===== config.mk =====
export PLATFORM = sky130hd
export DESIGN_NAME = param_fancy_timer
export DESIGN_NICKNAME = d
export VERILOG_FILES = /design/src/rtl/param_fancy_timer.sv
export SDC_FILE = /design/constraint.sdc
export NUM_CORES = 1
export LEC_CHECK = 0
export BUFFER_PORTS_ARGS = -buffer_cell sky130_fd_sc_hd__buf_2
export CAP_MARGIN = 20
export CELL_PAD_IN_SITES_DETAIL_PLACEMENT = 1
export CELL_PAD_IN_SITES_GLOBAL_PLACEMENT = 1
export CORE_UTILIZATION = 40
export CTS_CLUSTER_DIAMETER = 200
export DETAILED_ROUTE_END_ITERATION = 8
export PLACE_DENSITY_LB_ADDON = 0.15
export SYNTH_ARGS = -nofsm -noshare
export SYNTH_HDL_FRONTEND = slang
export SYNTH_SLANG_ARGS = --single-unit

===== constraint.sdc =====
create_clock -name clk -period 1.68 [get_ports clk]
set_input_delay 0.168 -clock clk [delete_from_list [all_inputs] [get_ports clk]]
set_output_delay 0.168 -clock clk [all_outputs]
set_load 0.01 [all_outputs]

===== src/rtl/param_fancy_timer.sv =====
// Pattern-triggered delay timer: waits for a serial start pattern, shifts in a
// delay field, counts (delay+1)*TICK_CYCLES cycles, then holds done until ack.
module param_fancy_timer #(
  parameter int                 PAT_W       = 4,
  parameter logic [PAT_W-1:0]   PATTERN     = 4'b1101,
  parameter int                 DELAY_W     = 4,
  parameter int                 TICK_CYCLES = 1000
) (
  input  logic               clk,
  input  logic               reset,
  input  logic               data,
  input  logic               ack,
  output logic               shift_ena,
  output logic               counting,
  output logic               done,
  output logic [DELAY_W-1:0] count
);

  localparam int TICK_W = (TICK_CYCLES > 1) ? $clog2(TICK_CYCLES) : 1;
  localparam int BIT_W  = (DELAY_W > 1) ? $clog2(DELAY_W) : 1;
  localparam logic [TICK_W-1:0] TICK_LAST = TICK_W'(TICK_CYCLES - 1);
  localparam logic [BIT_W-1:0]  BIT_LAST  = BIT_W'(DELAY_W - 1);

  typedef enum logic [3:0] {
    SEARCH = 4'b0001,
    SHIFT  = 4'b0010,
    COUNT  = 4'b0100,
    WAIT   = 4'b1000
  } state_t;

  state_t               state;
  state_t               state_next;
  logic [PAT_W-2:0]     history;
  logic [DELAY_W-1:0]   delay;
  logic [DELAY_W-1:0]   delay_shifted;
  logic [DELAY_W-1:0]   count_r;
  logic [TICK_W-1:0]    tick;
  logic [BIT_W-1:0]     bit_cnt;
  logic                 match;
  logic                 tick_wrap;
  logic                 shift_last;

  // Size casts drop the bit shifted out of the top, so DELAY_W=1 / PAT_W=2 need no special case.
  assign delay_shifted = DELAY_W'({delay, data});
  assign match         = ({history, data} == PATTERN);
  assign tick_wrap     = (tick == TICK_LAST);
  assign shift_last    = (bit_cnt == BIT_LAST);

  // State register
  always_ff @(posedge clk) begin
    if (reset) begin
      state <= SEARCH;
    end else begin
      state <= state_next;
    end
  end

  // Next-state decode
  always_comb begin
    state_next = state;
    case (state)
      SEARCH: state_next = match ? SHIFT : SEARCH;
      SHIFT:  state_next = shift_last ? COUNT : SHIFT;
      COUNT:  state_next = (tick_wrap && (count_r == {DELAY_W{1'b0}})) ? WAIT : COUNT;
      WAIT:   state_next = ack ? SEARCH : WAIT;
      default: state_next = SEARCH;
    endcase
  end

  // Datapath: pattern history, delay shifter, tick prescaler and unit counter
  always_ff @(posedge clk) begin
    if (reset) begin
      history <= {(PAT_W-1){1'b0}};
      delay   <= {DELAY_W{1'b0}};
      count_r <= {DELAY_W{1'b0}};
      tick    <= {TICK_W{1'b0}};
      bit_cnt <= {BIT_W{1'b0}};
    end else begin
      case (state)
        SEARCH: begin
          history <= (PAT_W-1)'({history, data});
          count_r <= {DELAY_W{1'b0}};
          tick    <= {TICK_W{1'b0}};
          bit_cnt <= {BIT_W{1'b0}};
        end
        SHIFT: begin
          delay   <= delay_shifted;
          bit_cnt <= bit_cnt + 1'b1;
          // The last delay bit arrives on the same edge that enters COUNT.
          if (shift_last) begin
            count_r <= delay_shifted;
          end else begin
            count_r <= {DELAY_W{1'b0}};
          end
        end
        COUNT: begin
          if (tick_wrap) begin
            tick <= {TICK_W{1'b0}};
            if (count_r != {DELAY_W{1'b0}}) begin
              count_r <= count_r - 1'b1;
            end else begin
              count_r <= count_r;
            end
          end else begin
            tick <= tick + 1'b1;
          end
        end
        WAIT: begin
          if (ack) begin
            history <= {(PAT_W-1){1'b0}};
          end else begin
            history <= history;
          end
        end
        default: begin
          history <= {(PAT_W-1){1'b0}};
          delay   <= {DELAY_W{1'b0}};
          count_r <= {DELAY_W{1'b0}};
          tick    <= {TICK_W{1'b0}};
          bit_cnt <= {BIT_W{1'b0}};
        end
      endcase
    end
  end

  assign shift_ena = (state == SHIFT);
  assign counting  = (state == COUNT);
  assign done      = (state == WAIT);
  assign count     = (state == COUNT) ? count_r : {DELAY_W{1'b0}};

endmodule


==> flow_metrics.env, run 1 <==
export IMPL_outcome="finished, violations left"
export IMPL_violations="setup timing"
export IMPL_area_delta_synth_final_pct=28.54
export IMPL_max_freq_mhz=563.8
export IMPL_max_cap_violations=0
export IMPL_initial_core_util_pct=42.66
export IMPL_gp_congestion=0.8330
export IMPL_grt_pass1_vias=1241
export IMPL_finalInstanceArea_sq_mm=0.001702
export IMPL_route_detailed_drc=0
export IMPL_synth_edf_count=0
export IMPL_cp_required_ns=1.51
export IMPL_synthSimpleGateAreaFrac_pct=19.85
export IMPL_firstDrtPassIters=4
export IMPL_die_w_um=59.53
export IMPL_syn_inst=149
export IMPL_start_kind="register"
export IMPL_post_route_min_period_ns=1.774
export IMPL_min_from="ack"
export IMPL_synth_area_sq_mm=0.001324
export IMPL_r2r_slack_ns=-0.04
export IMPL_yosys_area_share_adder_pct=3.781
export IMPL_critPathMaxStageDelay_ns=0.54
export IMPL_final_setup_viol_count=11
export IMPL_drt_iter0_drc=57
export IMPL_dpl_cell_area_sq_mm=0.001516
export IMPL_vias=1246
export IMPL_cp_arrival_ns=1.61
export IMPL_yosysSeqAreaShare_pct=39.32
export IMPL_n_fill_cell=385
export IMPL_coreArea_sq_mm=0.003103
export IMPL_num_antenna_cells=0
export IMPL_ys_types=42
export IMPL_synthMuxAreaShare_pct=0
export IMPL_timing_rr_end="count_r[1]"
export IMPL_synth_avg_cell_area_sq_um=8.884
export IMPL_ir_worst_vdd_mv=0.3425
export IMPL_fin_cells=223
export IMPL_crit_slowest_cell="or4b_4"
export IMPL_worstSkewPairLatency_ns=0.32
export IMPL_die_height_um=59.53
export IMPL_path_class="register to output pin"
export IMPL_synth_flop_cell="dfxtp_1"
export IMPL_cp_max_fo=7
export IMPL_cts_clk_slew_worst_paths_ns=0.14
export IMPL_rows=20
export IMPL_slew_headroom_pct=66.92
export IMPL_rsz0062_at_grt="yes"
export IMPL_cts_buffers=3
export IMPL_die_area_sq_mm=0.003543
export IMPL_final_common_cell="nor2_1"
export IMPL_track_usage_pct=22.96
export IMPL_nets=189
export IMPL_leakage_nw=0.6046
export IMPL_antenna_found_initial=0
export IMPL_detail_route_antenna_nets=0
export IMPL_cts_tree="built"
export IMPL_dp_hpwl_um=2524
export IMPL_hold_slack_ns=0.1303
export IMPL_drive_gt1_share_pct=32.40
export IMPL_fin_ws_ns=-0.09378
export IMPL_synth_xor_area_share_pct=8.601
export IMPL_synth_top_family_by_area="compound AO/OA/AOI/OAI gates"
export IMPL_via_per_inst=5.587
export IMPL_async_flop_share_pct=0
export IMPL_clock_skew_ns=0.008007
export IMPL_ys_warn_count=0
export IMPL_holdCritPathClass="input pin to register"
export IMPL_grt_pass1_wl_um=6078
export IMPL_clkSinkCount=26
export IMPL_worst_pin_slew_ns=0.4956
export IMPL_grt_max_degree=14
export IMPL_root_buffer="clkbuf_4"
export IMPL_ys_seq_elements=26
export IMPL_hold_path_cell_count=2
export IMPL_min_period_over_period_pct=105.6
export IMPL_cts_htree_levels=1
export IMPL_drv_slew=0
export IMPL_wl_per_cell_um=16.64
export IMPL_ff2ff_path_depth=4
export IMPL_power_density_mw_per_mm2=533.5
export IMPL_worstPathCellList="or4b_4, inv_4, and2_4, buf_6"
export IMPL_hold_viol=0
export IMPL_cts_max_path_buffers=2
export IMPL_grt_ovfl_total=0
export IMPL_startpoint="state[2]"
export IMPL_multi_input_comb_area_sq_um=787.0
export IMPL_utilization_pct=54.84
export IMPL_cts_hold_buffers_added=0
export IMPL_min_to="state[0]"
export IMPL_wl_um=3710
export IMPL_register_area_sq_um=533.0
export IMPL_synth_compound_area_share_pct=22.78
export IMPL_portBuffers=10
export IMPL_io_pins=11
export IMPL_rr_startpoint="state[2]"
export IMPL_end_kind="output pin"
export IMPL_dp_cells=213
export IMPL_synth_nets=157
export IMPL_mostFrequentLayoutCells="nor2_1 (23), dfxtp_1 (22), buf_4 (18)"
## worst max-delay path, delay by kind of cell (launching register included)
kind,cells,cell delay [ns]
simple gates,2,0.68
flops,1,0.42
buf+inv,2,0.18
## registers in the layout, indices dropped and copies added (netlist names)
signal / count
count_r: 4
tick: 10
delay: 3
bit_cnt: 2
history: 3
state: 4
## Yosys cell counts, types with 2 or more instances
library cell	number	area, sq um
o221ai_1	2	17.52
xnor2_1	9	78.83
nor2_1	25	93.84
and2_1	2	12.51
nand3_1	4	20.02
buf_6	2	22.52
inv_1	8	30.03
xor2_1	4	35.03
a32oi_1	2	17.52
a21o_1	2	15.01
a211oi_1	4	30.03
o32ai_1	2	17.52
a2111oi_0	2	17.52
dfxtp_1	26	520.5
a22oi_1	6	45.04
clkbuf_1	2	7.510
o21ai_0	3	15.01
nor3_1	2	10.01
inv_2	2	7.510
a21oi_1	5	25.02
o221a_1	2	22.52
nand2_1	9	33.78
ha_1	4	50.05
or4b_4	2	27.53
## per-layer routing
layer / vias up / track usage, % / wire length (um)
li1: 601 / - / -
met1: 615 / 32.04 / 1811
met2: 21 / 37.56 / 1778
met3: 9 / 1.965 / 81
met4: 0 / 6.977 / 39
met5: - / 0 / 0
## layout make-up
| class | instances | share of cell area (%) |
|---|---|---|
| clock buffer | 3 | 1.324 |
| inverter | 10 | 2.647 |
| multi-input combinational | 109 | 46.25 |
| sequential | 26 | 31.32 |
| tap | 44 | 3.235 |
| timing repair buffer | 31 | 15.22 |
## through the flow
stage	power, mW	TNS, ns	worst slack, ns
after global routing	0.9405	-1.700	-0.1537
after CTS	0.9175	-0.5720	-0.1100
final	0.9077	-0.5101	-0.09378
after floorplan	0.6455	0	0.09908
after global placement	0.6565	0	0.05356
after detailed placement	0.6575	-0.05483	-0.02602
## cells by family (layout without fill, tap and decap cells)
kind of cell,Yosys count,in the layout
adders and majority gates,4,4
and+or+nand+nor,52,52
DFF,26,26
AOI/OAI and AO/OA,39,40
buffers and inverters,15,44
xor gates and xnor gates,13,13
## power breakdown
group / leakage [nW] / internal (mW) / switching (mW)
logic: 0.379 / 0.00867 / 0.0151
registers: 0.212 / 0.615 / 0.00253
clock network: 0.0138 / 0.0839 / 0.183
total: 0.605 / 0.708 / 0.200
## worst max-delay path by stage
stage / endpoint / depth (start not counted)
final: count[2] / 4
after CTS: count[2] / 4
after floorplan: count_r[1] / 4
after global placement: tick[1] / 5
after global routing: count[2] / 4
after detailed placement: tick[0] / 5
## repair_timing
action                     in CTS  in global routing
gates cloned                    1                  0
resized for setup              27                  5
pin swaps                       7                  8
setup buffers                   4                  2
setup endpoints to repair      18                 24
(Power assumes the default switching activity.)
==> inputs of run 2 (changes only) <==
CORE_UTILIZATION = 44   (was 40)
RECOVER_POWER = 50   (was unset)
clock period = 1.8 ns   (was 1.68 ns; I/O delays follow)
==> run 2 against run 1 <==
The flow still finishes with violations (setup timing). Total power down 7.1%. Die area down 8.8%. Combinational power down 7%. Global-route usage down 0.68 points. Cell count down 8.1%. Final area down 7.1%. Non-clock buffer count down 4. Core utilization up 1.5 points. Sequential cell count unchanged. First-iteration DRC count down 1.8%. Clock power down 7.9%. Sequential share of layout area up 2.4 points. Critical path type unchanged. Largest cell class unchanged. Largest power group unchanged.
==> flow_metrics.env, run 2 (synthesized netlist as in run 1, its figures left out) <==
export IMPL_outcome="finished, violations left"
export IMPL_violations="setup timing"
export IMPL_track_usage_pct=22.28
export IMPL_rows=19
export IMPL_final_common_cell="nor2_1"
export IMPL_mostFrequentLayoutCells="nor2_1 (24), dfxtp_1 (22), buf_4 (15)"
export IMPL_io_pins=11
export IMPL_firstDrtPassIters=4
export IMPL_cp_arrival_ns=1.67
export IMPL_worstPathCellList="or4b_4, buf_6, nor2_1, buf_2"
export IMPL_initial_core_util_pct=47.19
export IMPL_wl_per_cell_um=17.24
export IMPL_grt_pass1_wl_um=5464
export IMPL_grt_pass1_vias=1146
export IMPL_gp_congestion=0.7635
export IMPL_worstSkewPairLatency_ns=0.32
export IMPL_cts_tree="built"
export IMPL_crit_cells=4
export IMPL_clkSinkCount=26
export IMPL_root_buffer="clkbuf_4"
export IMPL_cts_max_path_buffers=2
export IMPL_ff2ff_path_depth=5
export IMPL_route_detailed_drc=0
export IMPL_drive_gt1_share_pct=27.01
export IMPL_slew_headroom_pct=66.55
export IMPL_hold_path_cell_count=2
export IMPL_max_cap_violations=0
export IMPL_post_route_min_period_ns=1.845
export IMPL_grt_ovfl_total=0
export IMPL_utilization_pct=56.38
export IMPL_fin_ws_ns=-0.04504
export IMPL_power_density_mw_per_mm2=533.1
export IMPL_hold_viol=0
export IMPL_largest_reg_flops=10
export IMPL_leakage_nw=0.5758
export IMPL_holdCritPathClass="input pin to register"
export IMPL_via_per_inst=6.000
export IMPL_detail_route_antenna_nets=0
export IMPL_portBuffers=10
export IMPL_top_register="tick"
export IMPL_cts_hold_buffers_added=0
export IMPL_vias=1230
export IMPL_cts_clk_slew_worst_paths_ns=0.12
export IMPL_cts_htree_levels=1
export IMPL_die_w_um=56.85
export IMPL_start_kind="register"
export IMPL_end_kind="output pin"
export IMPL_crit_slowest_cell="or4b_4"
export IMPL_reg_top3="tick x10, count_r x4, state x4"
export IMPL_rsz0062_at_grt="yes"
export IMPL_coreArea_sq_mm=0.002805
export IMPL_worst_pin_slew_ns=0.4890
export IMPL_power_total_mw=0.8431
export IMPL_ir_worst_vdd_mv=0.3194
export IMPL_critPathMaxStageDelay_ns=0.59
export IMPL_clock_skew_ns=0.01011
export IMPL_final_setup_viol_count=4
export IMPL_area_delta_synth_final_pct=19.47
export IMPL_drv_slew=0
export IMPL_cp_required_ns=1.62
export IMPL_n_fill_cell=345
export IMPL_wl_um=3535
export IMPL_dp_hpwl_um=2412
export IMPL_path_class="register to output pin"
export IMPL_grt_max_degree=14
export IMPL_min_period_over_period_pct=102.5
export IMPL_max_freq_mhz=542.0
export IMPL_num_antenna_cells=0
export IMPL_cts_buffers=3
export IMPL_cp_max_fo=8
export IMPL_critPathBufInv=2
export IMPL_drt_iter0_drc=56
export IMPL_die_height_um=56.85
export IMPL_die_area_sq_mm=0.003232
export IMPL_crit_family="simple AND/OR/NAND/NOR gates"
export IMPL_antenna_found_initial=0
export IMPL_nets=184
[run 2: area by class of cell]
class / instances / area (sq um) / share of cell area, %
clock buffer: 3 / 22.52 / 1.424
inverter: 10 / 42.54 / 2.690
multi-input combinational: 108 / 740.7 / 46.84
sequential: 26 / 533.0 / 33.70
tap: 31 / 38.79 / 2.453
timing repair buffer: 27 / 203.9 / 12.90
[run 2: path summary, 6_finish.rpt]
kind / to / start / slack [ns]
worst min register to register: tick[1] / tick[1] / 0.51
worst min-delay path: state[0] / ack / 0.16
worst max register to register: count_r[3] / state[1] / 0.05
worst max-delay path: count[0] / state[1] / -0.05
[run 2: worst register-to-register path: stages (launching register included)]
cell     delay (ns)
dfxtp_4        0.39
or4b_4         0.59
buf_6          0.17
nor2_1         0.13
a21oi_1        0.11
o32ai_1        0.29
[run 2: report_power, final]
part           total [mW]  leakage, nW  internal, mW  switching [mW]
logic              0.0221        0.350       0.00789          0.0142
clock network       0.245       0.0138        0.0785           0.167
registers           0.576        0.212         0.574         0.00217
[run 2: per-layer routing]
metal / routed length (um) / GRT usage [%]
met1: 1634 / 30.14
met2: 1671 / 35.03
met3: 139 / 3.226
met4: 90 / 10.10
met5: 0 / 0
[run 2: stage by stage]
stage	TNS [ns]	cell area, sq um	worst slack (ns)	std cells	hold slack (ns)
finish	-0.1041	1582	-0.04504	205	0.1632
global route	-0.3838	1582	-0.08454	205	0.1455
CTS	-0.06664	1523	-0.02499	202	0.1403
detailed placement	0	1435	0.09547	193	0.4794
global placement	0	1435	0.1629	193	0.4645
floorplan	0	1324	0.2191	149	0.3195
[run 2: what timing repair did]
item / in CTS / in global routing
gates resized for setup: 9 / 11
setup buffers: 7 / 3
pin swaps: 2 / 2
endpoints found under the setup margin: 7 / 11
